==> src/rtl/prf_gen.sv <==
// Pulse-repetition timing generator: produces the prf gate, the delayed tr window,
// the ct calibration window and one-cycle edge strobes for prf and tr.
module prf_gen #(
  parameter int CNT_W = 32,
  parameter int CT_W  = 64
) (
  input  logic             clk,
  input  logic             rst,
  input  logic             update,
  input  logic [CNT_W-1:0] pulse_clock_num,
  input  logic [CNT_W-1:0] sweep_clock_num,
  input  logic [CNT_W-1:0] ys_clock_num,
  input  logic [CT_W-1:0]  ct_clock_num,
  output logic             tr,
  output logic [1:0]       tr_edge,
  output logic             prf,
  output logic [1:0]       prf_edge,
  output logic             ct
);

  typedef enum logic {IDLE, RUN} state_t;

  state_t           state_q, state_d;
  logic [CNT_W-1:0] p_q, p_d, s_q, s_d, y_q, y_d;
  logic [CT_W-1:0]  c_q, c_d;
  logic [CNT_W-1:0] pend_p_q, pend_p_d, pend_s_q, pend_s_d, pend_y_q, pend_y_d;
  logic [CT_W-1:0]  pend_c_q, pend_c_d;
  logic             restart_q, restart_d;
  logic [CNT_W-1:0] cnt_q, cnt_d;
  logic [CT_W-1:0]  ctc_q, ctc_d;
  logic             prf_q, prf_d, tr_q, tr_d, ct_q, ct_d;
  logic [1:0]       prf_edge_q, prf_edge_d, tr_edge_q, tr_edge_d;

  logic             run;
  logic [CNT_W-1:0] pe;
  logic [CNT_W:0]   y_plus_pe;

  assign run = (state_q == RUN);

  // Pulse width is clipped to S-1 so that prf always has a low cycle each period.
  always_comb begin
    pe = '0;
    if (s_q >= CNT_W'(2)) begin
      pe = (p_q < s_q - CNT_W'(1)) ? p_q : s_q - CNT_W'(1);
    end
    y_plus_pe = {1'b0, y_q} + {1'b0, pe};
  end

  always_comb begin
    state_d    = state_q;
    p_d        = p_q;
    s_d        = s_q;
    y_d        = y_q;
    c_d        = c_q;
    pend_p_d   = pend_p_q;
    pend_s_d   = pend_s_q;
    pend_y_d   = pend_y_q;
    pend_c_d   = pend_c_q;
    restart_d  = 1'b0;
    cnt_d      = cnt_q;
    ctc_d      = ctc_q;

    prf_d = run & (cnt_q < pe);
    tr_d  = run & (cnt_q >= y_q) & ({1'b0, cnt_q} < y_plus_pe) & (cnt_q < s_q);
    ct_d  = run & (ctc_q < c_q);
    prf_edge_d = {prf_q & ~prf_d, ~prf_q & prf_d};
    tr_edge_d  = {tr_q & ~tr_d, ~tr_q & tr_d};

    if (run) begin
      cnt_d = (cnt_q == s_q - CNT_W'(1)) ? '0 : cnt_q + CNT_W'(1);
      if (ctc_q < c_q) begin
        ctc_d = ctc_q + CT_W'(1);
      end
    end

    // Inputs are captured on update and applied one cycle later, which overrides any wrap.
    if (restart_q) begin
      p_d     = pend_p_q;
      s_d     = pend_s_q;
      y_d     = pend_y_q;
      c_d     = pend_c_q;
      cnt_d   = '0;
      ctc_d   = '0;
      state_d = (pend_s_q != '0) ? RUN : IDLE;
    end

    if (update) begin
      pend_p_d  = pulse_clock_num;
      pend_s_d  = sweep_clock_num;
      pend_y_d  = ys_clock_num;
      pend_c_d  = ct_clock_num;
      restart_d = 1'b1;
    end
  end

  always_ff @(posedge clk) begin
    if (!rst) begin
      state_q    <= IDLE;
      p_q        <= '0;
      s_q        <= '0;
      y_q        <= '0;
      c_q        <= '0;
      pend_p_q   <= '0;
      pend_s_q   <= '0;
      pend_y_q   <= '0;
      pend_c_q   <= '0;
      restart_q  <= 1'b0;
      cnt_q      <= '0;
      ctc_q      <= '0;
      prf_q      <= 1'b0;
      tr_q       <= 1'b0;
      ct_q       <= 1'b0;
      prf_edge_q <= 2'b00;
      tr_edge_q  <= 2'b00;
    end else begin
      state_q    <= state_d;
      p_q        <= p_d;
      s_q        <= s_d;
      y_q        <= y_d;
      c_q        <= c_d;
      pend_p_q   <= pend_p_d;
      pend_s_q   <= pend_s_d;
      pend_y_q   <= pend_y_d;
      pend_c_q   <= pend_c_d;
      restart_q  <= restart_d;
      cnt_q      <= cnt_d;
      ctc_q      <= ctc_d;
      prf_q      <= prf_d;
      tr_q       <= tr_d;
      ct_q       <= ct_d;
      prf_edge_q <= prf_edge_d;
      tr_edge_q  <= tr_edge_d;
    end
  end

  assign prf      = prf_q;
  assign tr       = tr_q;
  assign ct       = ct_q;
  assign prf_edge = prf_edge_q;
  assign tr_edge  = tr_edge_q;

endmodule

==> config.mk <==
export PLATFORM = sky130hd
export DESIGN_NAME = prf_gen
export DESIGN_NICKNAME = d
export VERILOG_FILES = /design/src/rtl/prf_gen.sv
export SDC_FILE = /design/constraint.sdc
export NUM_CORES = 1
export LEC_CHECK = 0
export CAP_MARGIN = 20
export CORE_MARGIN = 2
export CORE_UTILIZATION = 33
export DETAILED_ROUTE_END_ITERATION = 16
export SLEW_MARGIN = 10
export SYNTH_ARGS = -nofsm -noshare
export SYNTH_HDL_FRONTEND = slang
export SYNTH_SLANG_ARGS = --single-unit
==> constraint.sdc <==
create_clock -name clk -period 6.9 [get_ports clk]
set_input_delay 0.69 -clock clk [delete_from_list [all_inputs] [get_ports clk]]
set_output_delay 0.69 -clock clk [all_outputs]
set_load 0.01 [all_outputs]
# Word-level counts from Yosys, hierarchy flattened
# Cells that the tools add are included.
[word_totals]
regBits = 425
in_bits = 163
output_inout_bits = 7
word_cells = 51
[classes]
addsub = 4
n_lt_le_gt_ge = 7
n_eq_ne = 1
muxes = 5
bitwise = 14
n_reduce_logical = 3
[ops]
columns = ["op", "count"]
rows = [
  ["$lt 32x32->1", 3],
  ["$mux 32", 3],
  ["$add 64x1->64 const B", 1],
  ["$lt 64x64->1", 1],
  ["$add 32x32->33", 1],
  ["$lt 32x33->1", 1],
  ["$add 32x1->32 const B", 1],
  ["$eq 32x32->1", 1],
  ["$ge 32x2->1 const B", 1],
  ["$ge 32x32->1", 1],
  ["$reduce_bool 32->1", 1],
  ["$sub 32x1->32 const B", 1],
  ["$and 1x1->1", 9],
  ["$not 1->1", 5],
  ["$mux 1", 2],
  ["$reduce_and 2->1", 1],
  ["$reduce_or 2->1", 1],
]

# Depth between registers and ports, before layout
[logic_depth]
word_depth = 10
ltp_mapped = 40
ltp_nobuf = 38

# Least setup slack after synthesis
# No wires, ideal clock.
[synth_timing]
kind = "reg-to-reg"
startpoint = "register s_q[18]"
endpoint = "register tr_edge_q[1], in the netlist tr_edge[1]"
setup_ps = 116
arrival_ps = 7350
required_ps = 6784
path_slack_ps = -566
stages_incl_launch_ff = 37
n_path_buf = 3
synth_period_minus_slack_ps = 7466
cell_sequence = "dfxtp_1 buf_6 or4_4 or3_1 or4_4 nor3_1 xnor2_1 ha_1 nand4_1 nor2_1 a31o_2 clkbuf_1 clkbuf_1 nand2_1 o21ai_0 or2_2 inv_1 ha_1 or3_1 or3_1 o21ai_0 a21oi_1 a31oi_1 o21ai_0 o21ai_0 nand2b_1 xnor2_1 ha_1 a21o_1 a21o_1 a21oi_1 nor2_1 a2111oi_0 o2111ai_1 a41o_1 a31o_2 and3_1"
[synth_between]
elab_chain_len = 10
word_cells_on_any_way = 12
classes_between = "add/sub: 2; order compare: 4; mux: 2; bitwise: 4"
[synth_lines]
columns = ["element", "line_no", "text"]
rows = [
  ["from (decl)", "24", "logic [CNT_W-1:0] p_q, p_d, s_q, s_d, y_q, y_d;"],
  ["from (signal assigned)", "100", "s_q <= '0;"],
  ["from (signal assigned)", "118", "s_q <= s_d;"],
  ["$sub 32x1->32", "44", "pe = (p_q < s_q - CNT_W'(1)) ? p_q : s_q - CNT_W'(1);"],
  ["$lt 32x32->1", "44", ""],
  ["$mux 32", "44", ""],
  ["$mux 32", "43", "if (s_q >= CNT_W'(2)) begin"],
  ["$add 32x32->33", "46", "y_plus_pe = {1'b0, y_q} + {1'b0, pe};"],
  ["$lt 32x33->1", "64", "tr_d = run & (cnt_q >= y_q) & ({1'b0, cnt_q} < y_plus_pe) & (cnt_q < s_q);"],
  ["$and 1x1->1", "64", ""],
  ["$and 1x1->1 (*)", "64", ""],
  ["$not 1->1 (*)", "67", "tr_edge_d = {tr_q & ~tr_d, ~tr_q & tr_d};"],
  ["$and 1x1->1 (*)", "67", ""],
  ["to (signal assigned)", "132", "tr_edge_q <= tr_edge_d;"],
  ["to (decl)", "32", "logic [1:0] prf_edge_q, prf_edge_d, tr_edge_q, tr_edge_d;"],
]
# Every way passes the cells marked *; elsewhere a longest branch is shown, timed or not.
# A chain may end at the register's enable or synchronous reset.

# Final worst setup path
[layout_timing]
startpoint = "register s_q[0]"
endpoint = "register tr_edge_q[1], in the netlist tr_edge[1]"
# The elaborated chain is that of the path after synthesis.

==> flow_metrics.env <==
export IMPL_synth_largest_area_cell="dfxtp_1"
export IMPL_startpoint_type="flop"
export IMPL_clock_path_buffers=3
export IMPL_p_sw_mw=1.84
export IMPL_r2r_end="tr_edge[1]"
export IMPL_max_cap_violations=0
export IMPL_final_setup_viol_count=3
export IMPL_port_buffers=169
export IMPL_synthCells=2773
export IMPL_skew_ns=0.0412
export IMPL_setup_slack_ns=-0.205
export IMPL_drtAntennaViolNets=0
export IMPL_drcViolationCount=0
export IMPL_vias_per_cell=5.05
export IMPL_synth_edf_count=0
export IMPL_arrival_ns=7.62
export IMPL_required_ns=7.41
export IMPL_htreeDepth=2
export IMPL_die_h_um=277
export IMPL_min_period_ns=7.11
export IMPL_yosys_area_top_type_share_pct=34.7
export IMPL_drt_iter0_drc=1218
export IMPL_vias=20600
export IMPL_mostFrequentLayoutCell="dfxtp_1"
export IMPL_start_util_pct=33.4
export IMPL_register_area_mm2=0.00852
export IMPL_clkSinkCount=425
export IMPL_clockPowerShare_pct=41.5
export IMPL_n_antenna_cell=0
export IMPL_violations="negative setup slack"
export IMPL_num_rows=99
export IMPL_fill_cells=7340
export IMPL_multi_input_area_mm2=0.0153
export IMPL_cpPeakStageDelay_ns=0.51
export IMPL_rrSetupSlack_ns=-0.21
export IMPL_final_layout_size_suffix_gt1_share_pct=14.2
export IMPL_clkTransAtPathRegs_ns=0.06
export IMPL_worstMarginPinSlew_ns=1.05
export IMPL_cts_buffers=49
export IMPL_core_area_mm2=0.0733
export IMPL_whs_endpoint="prf_edge[0]"
export IMPL_syn_nets=3193
export IMPL_grt_pass1_vias=20000
export IMPL_grt_max_degree=144
export IMPL_die_area_mm2=0.0765
export IMPL_die_w_um=277
export IMPL_p_comb_share_pct=19.0
export IMPL_grt_pass1_wl_um=114000
export IMPL_clk_root_buffer_cell="clkbuf_16"
export IMPL_status="finished with violations"
export IMPL_yosysUniqueCellTypes=67
export IMPL_clk_latency_ns=0.63
export IMPL_detailed_place_area_mm2=0.0285
export IMPL_max_slew_margin_rel_pct=30.2
export IMPL_holdBufCountCts=0
export IMPL_antenna_found_initial=1
export IMPL_cpMostUsedCell="ha_1"
export IMPL_fmax_mhz=141
export IMPL_async_flop_share_pct=0
export IMPL_crit_slowest_cell="or3b_2"
export IMPL_worstHoldStart="prf"
export IMPL_nets=3504
export IMPL_place_congestion=0.945
export IMPL_routed_wl_um=72800
export IMPL_avgRoutedWirePerCell_um=17.8
export IMPL_p_leak_nw=13.6
export IMPL_hold_path_class="flop to flop"
export IMPL_path_class="flop to flop"
export IMPL_gr_total_overflow=0
export IMPL_final_max_slew_viol_count=0
export IMPL_min_period_over_period_pct=103
export IMPL_ys_seq_area_share_pct=34.7
export IMPL_ys_flop_type="dfxtp_1"
export IMPL_ir_worst_vdd_uv=196
export IMPL_syn_avg_cell_area_um2=8.85
export IMPL_syn_area_mm2=0.0245
export IMPL_p_int_mw=4.78
export IMPL_dp_worst_setup_slack_ns=-0.561
export IMPL_yosysWarnings=0
export IMPL_cp_max_fo=13
export IMPL_fin_total_pwr_mw=6.62
export IMPL_synthTopCellsByArea="dfxtp_1 35%, mux2i_1 13%, ha_1 13%"
export IMPL_power_density_mw_per_mm2=214
export IMPL_final_cell_area_mm2=0.0309
export IMPL_place_hpwl_um=54800
export IMPL_seq_power_share_pct=39.5
export IMPL_final_hold_violation_count=0
export IMPL_layout_common_cells="421 x dfxtp_1, 398 x nor2_1, 321 x mux2i_1, 249 x ha_1, 211 x buf_4"
export IMPL_synthToLayoutAreaGrowth_pct=25.8
export IMPL_end_kind="flop"
export IMPL_drt_pass1_iter_count=8
export IMPL_min_path_cells=1
export IMPL_grt_util_all_layers_pct=18.7
export IMPL_pin_count=170
export IMPL_r2r_cells=38
export IMPL_rsz0062_at_grt="yes"
export IMPL_ys_seq_elements=425
export IMPL_reg2reg_from="s_q[0]"
export IMPL_cts_tree="yes"
export IMPL_sw_frac_of_total_pct=27.8
## power groups by stage
stage / Combinational [mW] / Sequential, mW / Clock, mW
floorplan: 0.705 / 2.63 / 0
global placement: 1.17 / 2.67 / 0
detailed placement: 1.17 / 2.67 / 0
CTS: 1.23 / 2.61 / 2.82
global route: 1.37 / 2.62 / 2.92
finish: 1.26 / 2.61 / 2.74
## worst max-delay path, delay by kind of cell (launching register included)
| family | cells | cell delay, ns |
|---|---|---|
| compound gates | 14 | 2.39 |
| flops | 1 | 0.33 |
| buf+inv | 7 | 0.85 |
| simple gates | 11 | 2.18 |
| xor+xnor | 2 | 0.33 |
| fa+ha+maj | 4 | 0.90 |
## sequential cells by signal, summed over array words and instances (netlist names), 2 cells and up
signal and cells:
c_q 64, cnt_q 32, ctc_q 64, p_q 32, pend_c_q 64, pend_p_q 32, pend_s_q 32, pend_y_q 32
prf_edge 2, s_q 32, tr_edge 2, y_q 32
## per-stage QoR
step,utilization (%),hold slack (ns),TNS (ns),instances
global route,42.1,0.505,-1.41,4081
global placement,38.9,0.447,-1.03,3967
finish,42.1,0.487,-0.378,4081
CTS,41.8,0.483,-0.0617,4077
detailed placement,38.9,0.467,-1.51,3967
floorplan,-,0.455,0,2773
## repair_timing
| item | 4_1_cts | 5_1_grt |
|---|---|---|
| endpoints found under the hold margin | 0 | 0 |
| setup buffers | 19 | 4 |
| gates cloned | 2 | 0 |
| endpoints found under the setup margin | 3 | 3 |
| pin swaps | 46 | 20 |
| resized for setup | 65 | 29 |
## cell families after synthesis
group	count (synthesis)	share of synthesized area (%)
mux	322	13.1
xor+xnor	133	4.75
fa+ha+maj	257	13.1
compound gates	415	11.2
buf+inv	305	4.81
flops	425	34.7
simple gates	916	18.3
## synth_stat cells (3+ instances only)
cell type,number
a2111oi_0,8
a211o_1,5
a211oi_1,6
a21boi_0,4
a21o_1,85
a21oi_1,103
a221oi_1,4
a31o_2,5
a31oi_1,6
and2_1,12
and3_1,32
and4_1,19
buf_1,14
buf_6,4
clkbuf_1,109
dfxtp_1,425
ha_1,256
inv_1,175
mux2i_1,322
nand2_1,129
nand2b_1,14
nand3_1,52
nand4_1,72
nor2_1,403
nor2_2,30
nor2b_1,11
nor3_1,26
nor4_1,20
nor4_2,3
nor4b_1,3
o2111ai_1,11
o211ai_1,52
o21a_1,9
o21ai_0,80
o311ai_0,3
o31a_1,3
o31ai_1,15
o41ai_1,3
or2_2,21
or3_1,14
or4_1,41
xnor2_1,72
xor2_1,61
## final cells by class
cell class                 instances  share of cell area, %
sequential                       425                   27.6
timing repair buffer             389                   11.1
inverter                         176                   2.17
tap                              959                   3.89
clock buffer                      69                   4.48
clock inverter                    20                   1.06
multi-input combinational       2043                   49.7
## metal layers
layer	wire length, um	GRT usage, %	vias to the layer above
li1	-	-	10400
met1	35500	26.0	9658
met2	31500	29.2	437
met3	3880	3.48	95
met4	1960	5.76	0
met5	0	0	-
## worst max-delay path by stage
stage	startpoint	to	slack, ns	cells after the start
global route	s_q[0]	tr_edge[1]	-0.54	37
CTS	s_q[21]	tr_edge[1]	-0.06	32
floorplan	s_q[21]	tr_edge[1]	0.003	36
detailed placement	s_q[0]	tr_edge[1]	-0.56	37
global placement	s_q[0]	tr_edge[1]	-0.41	36
finish	s_q[0]	tr_edge[1]	-0.21	38
No activity file was read; power rests on OpenSTA's default activity.
